===== config.mk =====
export PLATFORM = sky130hd
export DESIGN_NAME = spi_sensor_packet_rx
export DESIGN_NICKNAME = d
export VERILOG_FILES = /design/src/rtl/spi_sensor_packet_rx.sv
export SDC_FILE = /design/constraint.sdc
export NUM_CORES = 1
export LEC_CHECK = 0
export CORE_MARGIN = 5
export CORE_UTILIZATION = 55
export CTS_BUF_LIST = sky130_fd_sc_hd__clkbuf_16
export CTS_CLUSTER_SIZE = 25
export DETAILED_ROUTE_END_ITERATION = 7
export GPL_TIMING_DRIVEN = 0
export PLACE_DENSITY = 0.79
export SETUP_SLACK_MARGIN = 0.15
export SLEW_MARGIN = 10
export SYNTH_ARGS = -nofsm -noshare
export SYNTH_HDL_FRONTEND = slang
export SYNTH_SLANG_ARGS = --single-unit

===== constraint.sdc =====
create_clock -name clk -period 2.9 [get_ports clk]
set_input_delay 0.29 -clock clk [delete_from_list [all_inputs] [get_ports clk]]
set_output_delay 0.29 -clock clk [all_outputs]
set_load 0.005 [all_outputs]

===== src/rtl/spi_sensor_packet_rx.sv =====
// spi_sensor_packet_rx
// Oversampled SPI (Mode 0, MSB first) packet receiver for the Arduino sensor link.
// One packet per CS-low transaction: header, sequence, NUM_CH x 13-byte channel
// records and an XOR checksum. Good packets are committed atomically to the
// per-channel output registers; bad ones only bump a saturating error counter.

module spi_sensor_packet_rx #(
    parameter int unsigned NUM_CH      = 1,
    parameter logic [7:0]  HEADER_BYTE = 8'hAA,
    parameter int unsigned SYNC_STAGES = 2,
    parameter bit          CSUM_EN     = 1'b1
) (
    input  logic                  clk,
    input  logic                  rst_n,
    input  logic                  cs_n,
    input  logic                  sck,
    input  logic                  sdi,
    output logic [48*NUM_CH-1:0]  euler,
    output logic [48*NUM_CH-1:0]  gyro,
    output logic [NUM_CH-1:0]     euler_valid,
    output logic [NUM_CH-1:0]     gyro_valid,
    output logic [7:0]            seq_num,
    output logic                  pkt_strobe,
    output logic                  seq_gap,
    output logic                  initialized,
    output logic                  error,
    output logic [15:0]           good_cnt,
    output logic [7:0]            err_hdr_cnt,
    output logic [7:0]            err_len_cnt,
    output logic [7:0]            err_csum_cnt
);

    localparam int unsigned     PKT_BYTES = 3 + 13 * NUM_CH;
    // Header and checksum bytes are never needed after reception, so only the
    // sequence byte and channel records are staged.
    localparam int unsigned     PAY_BYTES = PKT_BYTES - 2;
    localparam int unsigned     CNT_W     = $clog2(PKT_BYTES + 1);
    localparam logic [CNT_W-1:0] PKT_LEN  = CNT_W'(PKT_BYTES);

    typedef enum logic [1:0] {
        IDLE,
        RECV,
        DISCARD,
        EVAL
    } state_t;

    logic [SYNC_STAGES-1:0] cs_sync;
    logic [SYNC_STAGES-1:0] sck_sync;
    logic [SYNC_STAGES-1:0] sdi_sync;
    logic [SYNC_STAGES:0]   sync_vld;
    logic                   cs_s;
    logic                   sck_s;
    logic                   sdi_s;
    logic                   cs_d;
    logic                   sck_d;
    logic                   edges_ok;
    logic                   cs_fall;
    logic                   cs_rise;
    logic                   sck_rise;

    state_t                 state;
    logic [CNT_W-1:0]       byte_cnt;
    logic [2:0]             bit_cnt;
    logic [6:0]             shift_q;
    logic [7:0]             xor_acc;
    logic                   hdr_bad;
    logic                   over_len;
    logic [7:0]             pay [PAY_BYTES];
    logic [7:0]             rx_byte;

    // Synchronize the async pins and keep one-cycle-delayed copies for edge detection
    always_ff @(posedge clk or negedge rst_n) begin
        if (!rst_n) begin
            cs_sync  <= '1;
            sck_sync <= '0;
            sdi_sync <= '0;
            cs_d     <= 1'b1;
            sck_d    <= 1'b0;
            sync_vld <= '0;
        end else begin
            cs_sync  <= {cs_sync[SYNC_STAGES-2:0], cs_n};
            sck_sync <= {sck_sync[SYNC_STAGES-2:0], sck};
            sdi_sync <= {sdi_sync[SYNC_STAGES-2:0], sdi};
            cs_d     <= cs_s;
            sck_d    <= sck_s;
            sync_vld <= {sync_vld[SYNC_STAGES-1:0], 1'b1};
        end
    end

    assign cs_s  = cs_sync[SYNC_STAGES-1];
    assign sck_s = sck_sync[SYNC_STAGES-1];
    assign sdi_s = sdi_sync[SYNC_STAGES-1];

    // Edges are only trusted once both the synchronized value and its delayed
    // copy hold real pin samples; otherwise the reset value of the chain would
    // fake a CS fall when cs_n is already low as reset is released.
    assign edges_ok = sync_vld[SYNC_STAGES];
    assign cs_fall  = edges_ok & cs_d & ~cs_s;
    assign cs_rise  = edges_ok & ~cs_d & cs_s;
    assign sck_rise = edges_ok & sck_s & ~sck_d;

    // Byte being completed on this sck edge (MSB first, new bit into the LSB)
    assign rx_byte = {shift_q, sdi_s};

    // Receive FSM, transaction evaluation and registered commit of outputs
    always_ff @(posedge clk or negedge rst_n) begin
        if (!rst_n) begin
            state        <= IDLE;
            byte_cnt     <= '0;
            bit_cnt      <= '0;
            shift_q      <= '0;
            xor_acc      <= '0;
            hdr_bad      <= 1'b0;
            over_len     <= 1'b0;
            for (int unsigned i = 0; i < PAY_BYTES; i++) begin
                pay[i] <= '0;
            end
            euler        <= '0;
            gyro         <= '0;
            euler_valid  <= '0;
            gyro_valid   <= '0;
            seq_num      <= '0;
            pkt_strobe   <= 1'b0;
            seq_gap      <= 1'b0;
            initialized  <= 1'b0;
            error        <= 1'b0;
            good_cnt     <= '0;
            err_hdr_cnt  <= '0;
            err_len_cnt  <= '0;
            err_csum_cnt <= '0;
        end else begin
            pkt_strobe <= 1'b0;
            seq_gap    <= 1'b0;

            case (state)
                IDLE: begin
                    if (cs_fall) begin
                        state    <= RECV;
                        byte_cnt <= '0;
                        bit_cnt  <= '0;
                        xor_acc  <= '0;
                        hdr_bad  <= 1'b0;
                        over_len <= 1'b0;
                    end
                end

                RECV: begin
                    // CS release wins over a coincident sck edge
                    if (cs_rise) begin
                        state <= EVAL;
                    end else if (sck_rise) begin
                        shift_q <= rx_byte[6:0];
                        bit_cnt <= bit_cnt + 3'd1;
                        if (bit_cnt == 3'd7) begin
                            if (byte_cnt == PKT_LEN) begin
                                over_len <= 1'b1;
                            end else begin
                                byte_cnt <= byte_cnt + CNT_W'(1);
                                xor_acc  <= xor_acc ^ rx_byte;
                                for (int unsigned i = 0; i < PAY_BYTES; i++) begin
                                    if (32'(byte_cnt) == i + 1) begin
                                        pay[i] <= rx_byte;
                                    end
                                end
                                if (byte_cnt == '0 && rx_byte != HEADER_BYTE) begin
                                    hdr_bad <= 1'b1;
                                    state   <= DISCARD;
                                end
                            end
                        end
                    end
                end

                DISCARD: begin
                    if (cs_rise) begin
                        state <= EVAL;
                    end
                end

                EVAL: begin
                    state <= IDLE;
                    if (hdr_bad || byte_cnt == '0) begin
                        error <= 1'b1;
                        if (err_hdr_cnt != '1) begin
                            err_hdr_cnt <= err_hdr_cnt + 8'd1;
                        end
                    end else if (byte_cnt != PKT_LEN || bit_cnt != '0 || over_len) begin
                        error <= 1'b1;
                        if (err_len_cnt != '1) begin
                            err_len_cnt <= err_len_cnt + 8'd1;
                        end
                    end else if (CSUM_EN && xor_acc != '0) begin
                        error <= 1'b1;
                        if (err_csum_cnt != '1) begin
                            err_csum_cnt <= err_csum_cnt + 8'd1;
                        end
                    end else begin
                        // pay[i] holds packet byte i+1; channel k record starts at pay[13k+1]
                        for (int unsigned k = 0; k < NUM_CH; k++) begin
                            for (int unsigned j = 0; j < 6; j++) begin
                                euler[48*k + 40 - 8*j +: 8] <= pay[13*k + 1 + j];
                                gyro[48*k + 40 - 8*j +: 8]  <= pay[13*k + 7 + j];
                            end
                            euler_valid[k] <= pay[13*k + 13][0];
                            gyro_valid[k]  <= pay[13*k + 13][1];
                        end
                        seq_num     <= pay[0];
                        seq_gap     <= initialized && (pay[0] != seq_num + 8'd1);
                        pkt_strobe  <= 1'b1;
                        good_cnt    <= good_cnt + 16'd1;
                        initialized <= 1'b1;
                        error       <= 1'b0;
                    end
                end

                default: state <= IDLE;
            endcase
        end
    end

endmodule


Word-level counts from Yosys, hierarchy flattened

Index checks and enable logic that the tools add are counted.

Input port bits: 5
Output and inout port bits: 150
Bits in registers: 294
Logic and storage cells: 180

Equal/unequal tests: 37
Bitwise logic cells: 15
Reduce and logical (&&, ||, !) cells: 34
Add/sub/neg operators: 7
Muxes and demuxes: 47

Operator list:

| cell                    | number |
|---|---|
| $reduce_and A6 Y1       | 17 |
| $mux W8                 | 5 |
| $eq A5 B4 Y1 const B    | 7 |
| $add A8 B1 Y8 const B   | 4 |
| $ne A8 B8 Y1 const B    | 4 |
| $mux W5                 | 5 |
| $mux W1                 | 21 |
| $eq A5 B3 Y1 const B    | 4 |
| $add A16 B1 Y16 const B | 1 |
| $ne A2 B2 Y1 const B    | 8 |
| $pmux W8 S2             | 1 |
| $mux W2                 | 7 |
| $ne A3 B3 Y1 const B    | 4 |
| $reduce_and A4 Y1       | 3 |
| $eq A5 B2 Y1 const B    | 2 |
| $pmux W5 S2             | 1 |
| $mux W3                 | 3 |
| $ne A8 B8 Y1            | 1 |
| $not A1 Y1              | 8 |
| $pmux W2 S4             | 1 |
| $reduce_bool A8 Y1      | 1 |
| $xor A8 B8 Y8           | 1 |
| $reduce_and A7 Y1       | 1 |
| $and A1 B1 Y1           | 6 |
| other kinds (18)        | 24 |

Depth between registers and ports, before layout

Word-level depth: 8
Gate-level depth with buffers: 11
Depth with buffers taken out: 7

Worst setup path after synthesis

Ideal clock, no wire load.

Path type: flip-flop to flip-flop
Start point: register byte_cnt[0]
End point: register seq_num[2]
Period minus slack after synthesis: 2390 ps
Cell stages (with the launch flop): 11
Required time: 2773 ps
Path buffers: 4
Slack: 510 ps
Setup time: 127 ps
Arrival: 2263 ps
Path through: dfrtp_1 inv_1 ha_1 nand4bb_1 buf_2 or4_1 buf_4 nor2_8 buf_8 buf_6 mux2_1

Word-level cells in the longest chain between the ends: 5
Elaborated cells on any way between the ends: 8
Classes of those cells: eq/ne (1); bitwise (2); reduce/logical (5)

Ends and longest elaborated chain:

| element                              | RTL line | RTL |
|---|---|---|
| start: declaration                   | 62       | `logic [CNT_W-1:0] byte_cnt;` |
| start signal: assignment             | 158      | `byte_cnt <= byte_cnt + CNT_W'(1);` |
| $ne A5 B5 Y1                         | 187      | `end else if (byte_cnt != PKT_LEN \|\| bit_cnt != '0 \|\| over_len) begin` |
| $logic_or A1 B1 Y1 (2 in series)     | 187      |  |
| $not A1 Y1 (no source line)          | --       |  |
| $reduce_and A4 Y1 (no source line) * | --       |  |
| end signal: assignment               | 207      | `seq_num <= pay[0];` |
| end: declaration                     | 22       | `output logic [7:0] seq_num,` |

Mark *: on every way between the ends. The rest lies on a longest branch, timed or not.
A chain may end at the register's enable or synchronous reset.

Worst setup path in the final report

Start point: register byte_cnt[0]
End point: register euler[39]

Word-level cells in the longest chain between the ends: 5
Elaborated cells on any way between the ends: 8
Classes of those cells: eq/ne (1); bitwise (2); reduce/logical (5)

Ends and longest elaborated chain:

| element                              | RTL line | RTL |
|---|---|---|
| $ne A5 B5 Y1                         | 187      |  |
| $logic_or A1 B1 Y1 (2 in series)     | 187      |  |
| $not A1 Y1 (no source line)          | --       |  |
| $reduce_and A4 Y1 (no source line) * | --       |  |
| end signal: indexed assignment       | 201      | `euler[48*k + 40 - 8*j +: 8] <= pay[13*k + 1 + j];` |
| end: declaration                     | 18       | `output logic [48*NUM_CH-1:0] euler,` |

Marks and branches as above.

==> reports/metrics.cfg <==
[detailed_routing]
routedWlPerCell_um=18.8
ant_nets=0
top_layer=met5
routed_wl_um=25100
met3_length_um=1660
drt_first_iter_violations=289
met1_length_um=11000
vias=7256
drc=0
dr_wl_met2_um=12000
via_per_inst=5.42
dr.pass1.iters=4

[pwr]
powerDensity_nw_per_um2=558
peakVddDrop_mv=0.510
power_frac_seq=0.517
power.switching_mw=2.04
clockPowerShare=0.403
switching_share=0.244
p_leak_nw=7.30
intPower_mw=6.33
comb_power_share=0.080

[yosys]
synth_top_cell_by_area=dfrtp_1
synth_top_area_share=0.607
synth_seq_cells=294
synth_ff_type=dfrtp_1
synth_warnings=0
synth_nets=862
synth-edff-count=0
synth_cells=841
synth.distinct_cells=55
syn_avg_cell_area_um2=14.3
async_flop_share=1.00
netlist_top_cells_count=291 x dfrtp_1, 192 x mux2_2, 55 x nand2_1
ys_seq_area_frac=0.613
yosysMostFrequentCell=dfrtp_1
syn_area_um2=12000
synth.area.top_cells=dfrtp_1 61%, mux2_2 18%, mux2_1 2.9%

[worst_setup_path]
cp.required_ps=3320
path_max_fanout=10
path_common_cell=buf_4
path_depth=10
cp-start-kind=flop
path_buf_inv=5
worstSetupPathType=flop to flop
reg2reg_depth=10
critical-path-top-delay-family=buffers and inverters
slowest_delay_ps=500
critical_path.cell_chain=inv_1 > ha_2 > nand4bb_1 > clkbuf_4 > or4_4 > buf_4 > nor2_8 > buf_4 > buf_6 > mux2_2
slowest_stage=or4_4
cp.arrival_ps=3090
crit_path_end_kind=flop

[cells_and_area]
final_cells=1338
drive_gt1_frac=0.272
synthToLayoutAreaGrowth_pct=24.9
n_antenna_cell=0
utilization=0.691
final_nets=1060
design_area_um2=15000

[global_route]
grt_use_total=0.206
grt_max_degree=115
grt_pass1_vias=7580
antenna_found_initial=1
grt-ovfl-total=0
grt_pass1_wl_um=40800

[sta]
slew_violations=0
final_hold_viol_count=0
holdWs_ps=154
final.setup_skew_ps=19.9
max-slew-margin-rel=0.435
period_needed_ps=2670
setup_viol=0
grt_setup_unrepaired=true
min_period_over_period=0.919
tightest_slew_ps=847
max_clock_freq_ghz=0.375
tns_ps=0

[clock_tree]
cts-buffers-inserted=29
clkTransAtPathRegs_ps=60
cts_sinks=294
cts-root-buf=clkbuf_16
cts_buffer_depth=3
htree_levels=1
clock_latency_ps=550
cts_tree=yes

[floorplanning]
core_um2=21700
rows=54
die_area_um2=24900
initial_utilization=0.554
num_io_pins=155
die_h_um=158
die_w_um=158

[place]
dp_hpwl_um=16700
io_buffers=154
gp_congestion=0.852
postPlaceCellArea_um2=14000
dp.cells=1277

[job]
maxCapViolations=0

[worst_hold_path]
whs_path_depth=1
hold_class=primary input to flop

[status]
status=finished, final reports clean

[cell usage in the layout (no fill, tap or decap), types with 3 or more instances in the layout]
cell and count:
dfrtp_1 290, mux2_2 192, clkdlybuf4s50_1 153, nand2_1 49, mux2_1 31, xnor2_1 30
clkbuf_16 30, nand3_1 22, nor2_1 20, xor2_1 18, clkbuf_1 18, inv_1 17
and3_1 14, ha_1 14, nand4_1 13, o21ai_0 10, buf_6 10, mux2i_1 8
buf_4 8, clkinv_1 8, a21oi_1 7, nand2_2 6, nor3_1 5, nand2b_1 4
buf_2 4, buf_8 4, clkinv_2 4, and4_1 3, a31oi_1 3, a41oi_1 3
nor4_1 3, nor2b_1 3, nand3b_1 3, or2_2 3, dfstp_2 3
[power groups by stage]
stage	registers, mW	logic (mW)	clock network [mW]
after CTS	4.32	0.675	3.45
after floorplan	4.36	0.370	0
after global placement	4.40	0.648	0
after detailed placement	4.40	0.674	0
final	4.33	0.666	3.38
after global routing	4.34	0.760	3.65
[worst paths after layout]
path                                         endpoint                     from  slack, ps
min in group asynchronous  err_hdr_cnt[0]$_DFFE_PN0P_                    rst_n        380
max in group asynchronous      seq_num[3]$_DFFE_PN0P_                    rst_n       1520
min reg2reg                     sync_vld[1]$_DFF_PN0_    sync_vld[0]$_DFF_PN0_        350
max                             euler[39]$_DFFE_PN0P_  byte_cnt[0]$_DFFE_PN0P_        230
min                              cs_sync[0]$_DFF_PN1_                     cs_n        150
max reg2reg                     euler[39]$_DFFE_PN0P_  byte_cnt[0]$_DFFE_PN0P_        230
[sequential cells by signal, summed over array words and instances (netlist names), 2 cells and up]
name,flops
err_len_cnt,8
state,2
good_cnt,16
bit_cnt,3
sdi_sync,2
gyro,48
shift_q,7
byte_cnt,5
sck_sync,2
xor_acc,8
sync_vld,3
err_hdr_cnt,8
seq_num,8
err_csum_cnt,8
cs_sync,2
pay,106
euler,48
[worst register-to-register path, cell delays in order, from the launching register on]
cell and delay (ps):
dfrtp_2 430, inv_1 100, ha_2 200, nand4bb_1 100, clkbuf_4 190, or4_4 500
buf_4 190, nor2_8 180, buf_4 170, buf_6 150, mux2_2 350
[cells by family after synthesis]
kind of cell / Yosys count / share of synthesized area
flip-flops: 294 / 0.613
multiplexers: 231 / 0.216
AND/OR/NAND/NOR: 169 / 0.0770
XOR/XNOR: 48 / 0.0350
buffers and inverters: 48 / 0.0218
AO/OA/AOI/OAI: 34 / 0.0202
adder cells (fa/ha/maj): 16 / 0.0167
other: 1 / 0.000312
[through the flow]
stage / power, mW / setup WS, ps
final: 8.37 / 233
after CTS: 8.45 / 96.0
after global placement: 5.05 / -10940
after global routing: 8.74 / 132
after floorplan: 4.73 / 510
after detailed placement: 5.07 / -13.3
[layer usage]
layer	GRT usage	vias to the layer above
met5	0	-
met4	0.0492	2
met3	0.0549	40
met2	0.328	141
met1	0.288	3713
li1	-	3360
[repair_timing]
item                                    4_1_cts  5_1_grt
resized for setup                             3       23
setup buffers                                 3        6
pin swaps                                     1        1
hold endpoints to repair                     95        0
cloned                                        0        1
hold buffers                                  1        0
endpoints found under the setup margin       79      191
[cell type report]
| class | count | area (µm²) |
|---|---|---|
| clock inverter | 21 | 120 |
| multi-input combinational | 499 | 4420 |
| inverter | 12 | 45.0 |
| clock buffer | 29 | 726 |
| buffer | 36 | 258 |
| timing repair buffer | 167 | 1710 |
| fill | 1545 | 6700 |
| tap | 280 | 350 |
| sequential | 294 | 7360 |
No activity file was read; power rests on OpenSTA's default activity.
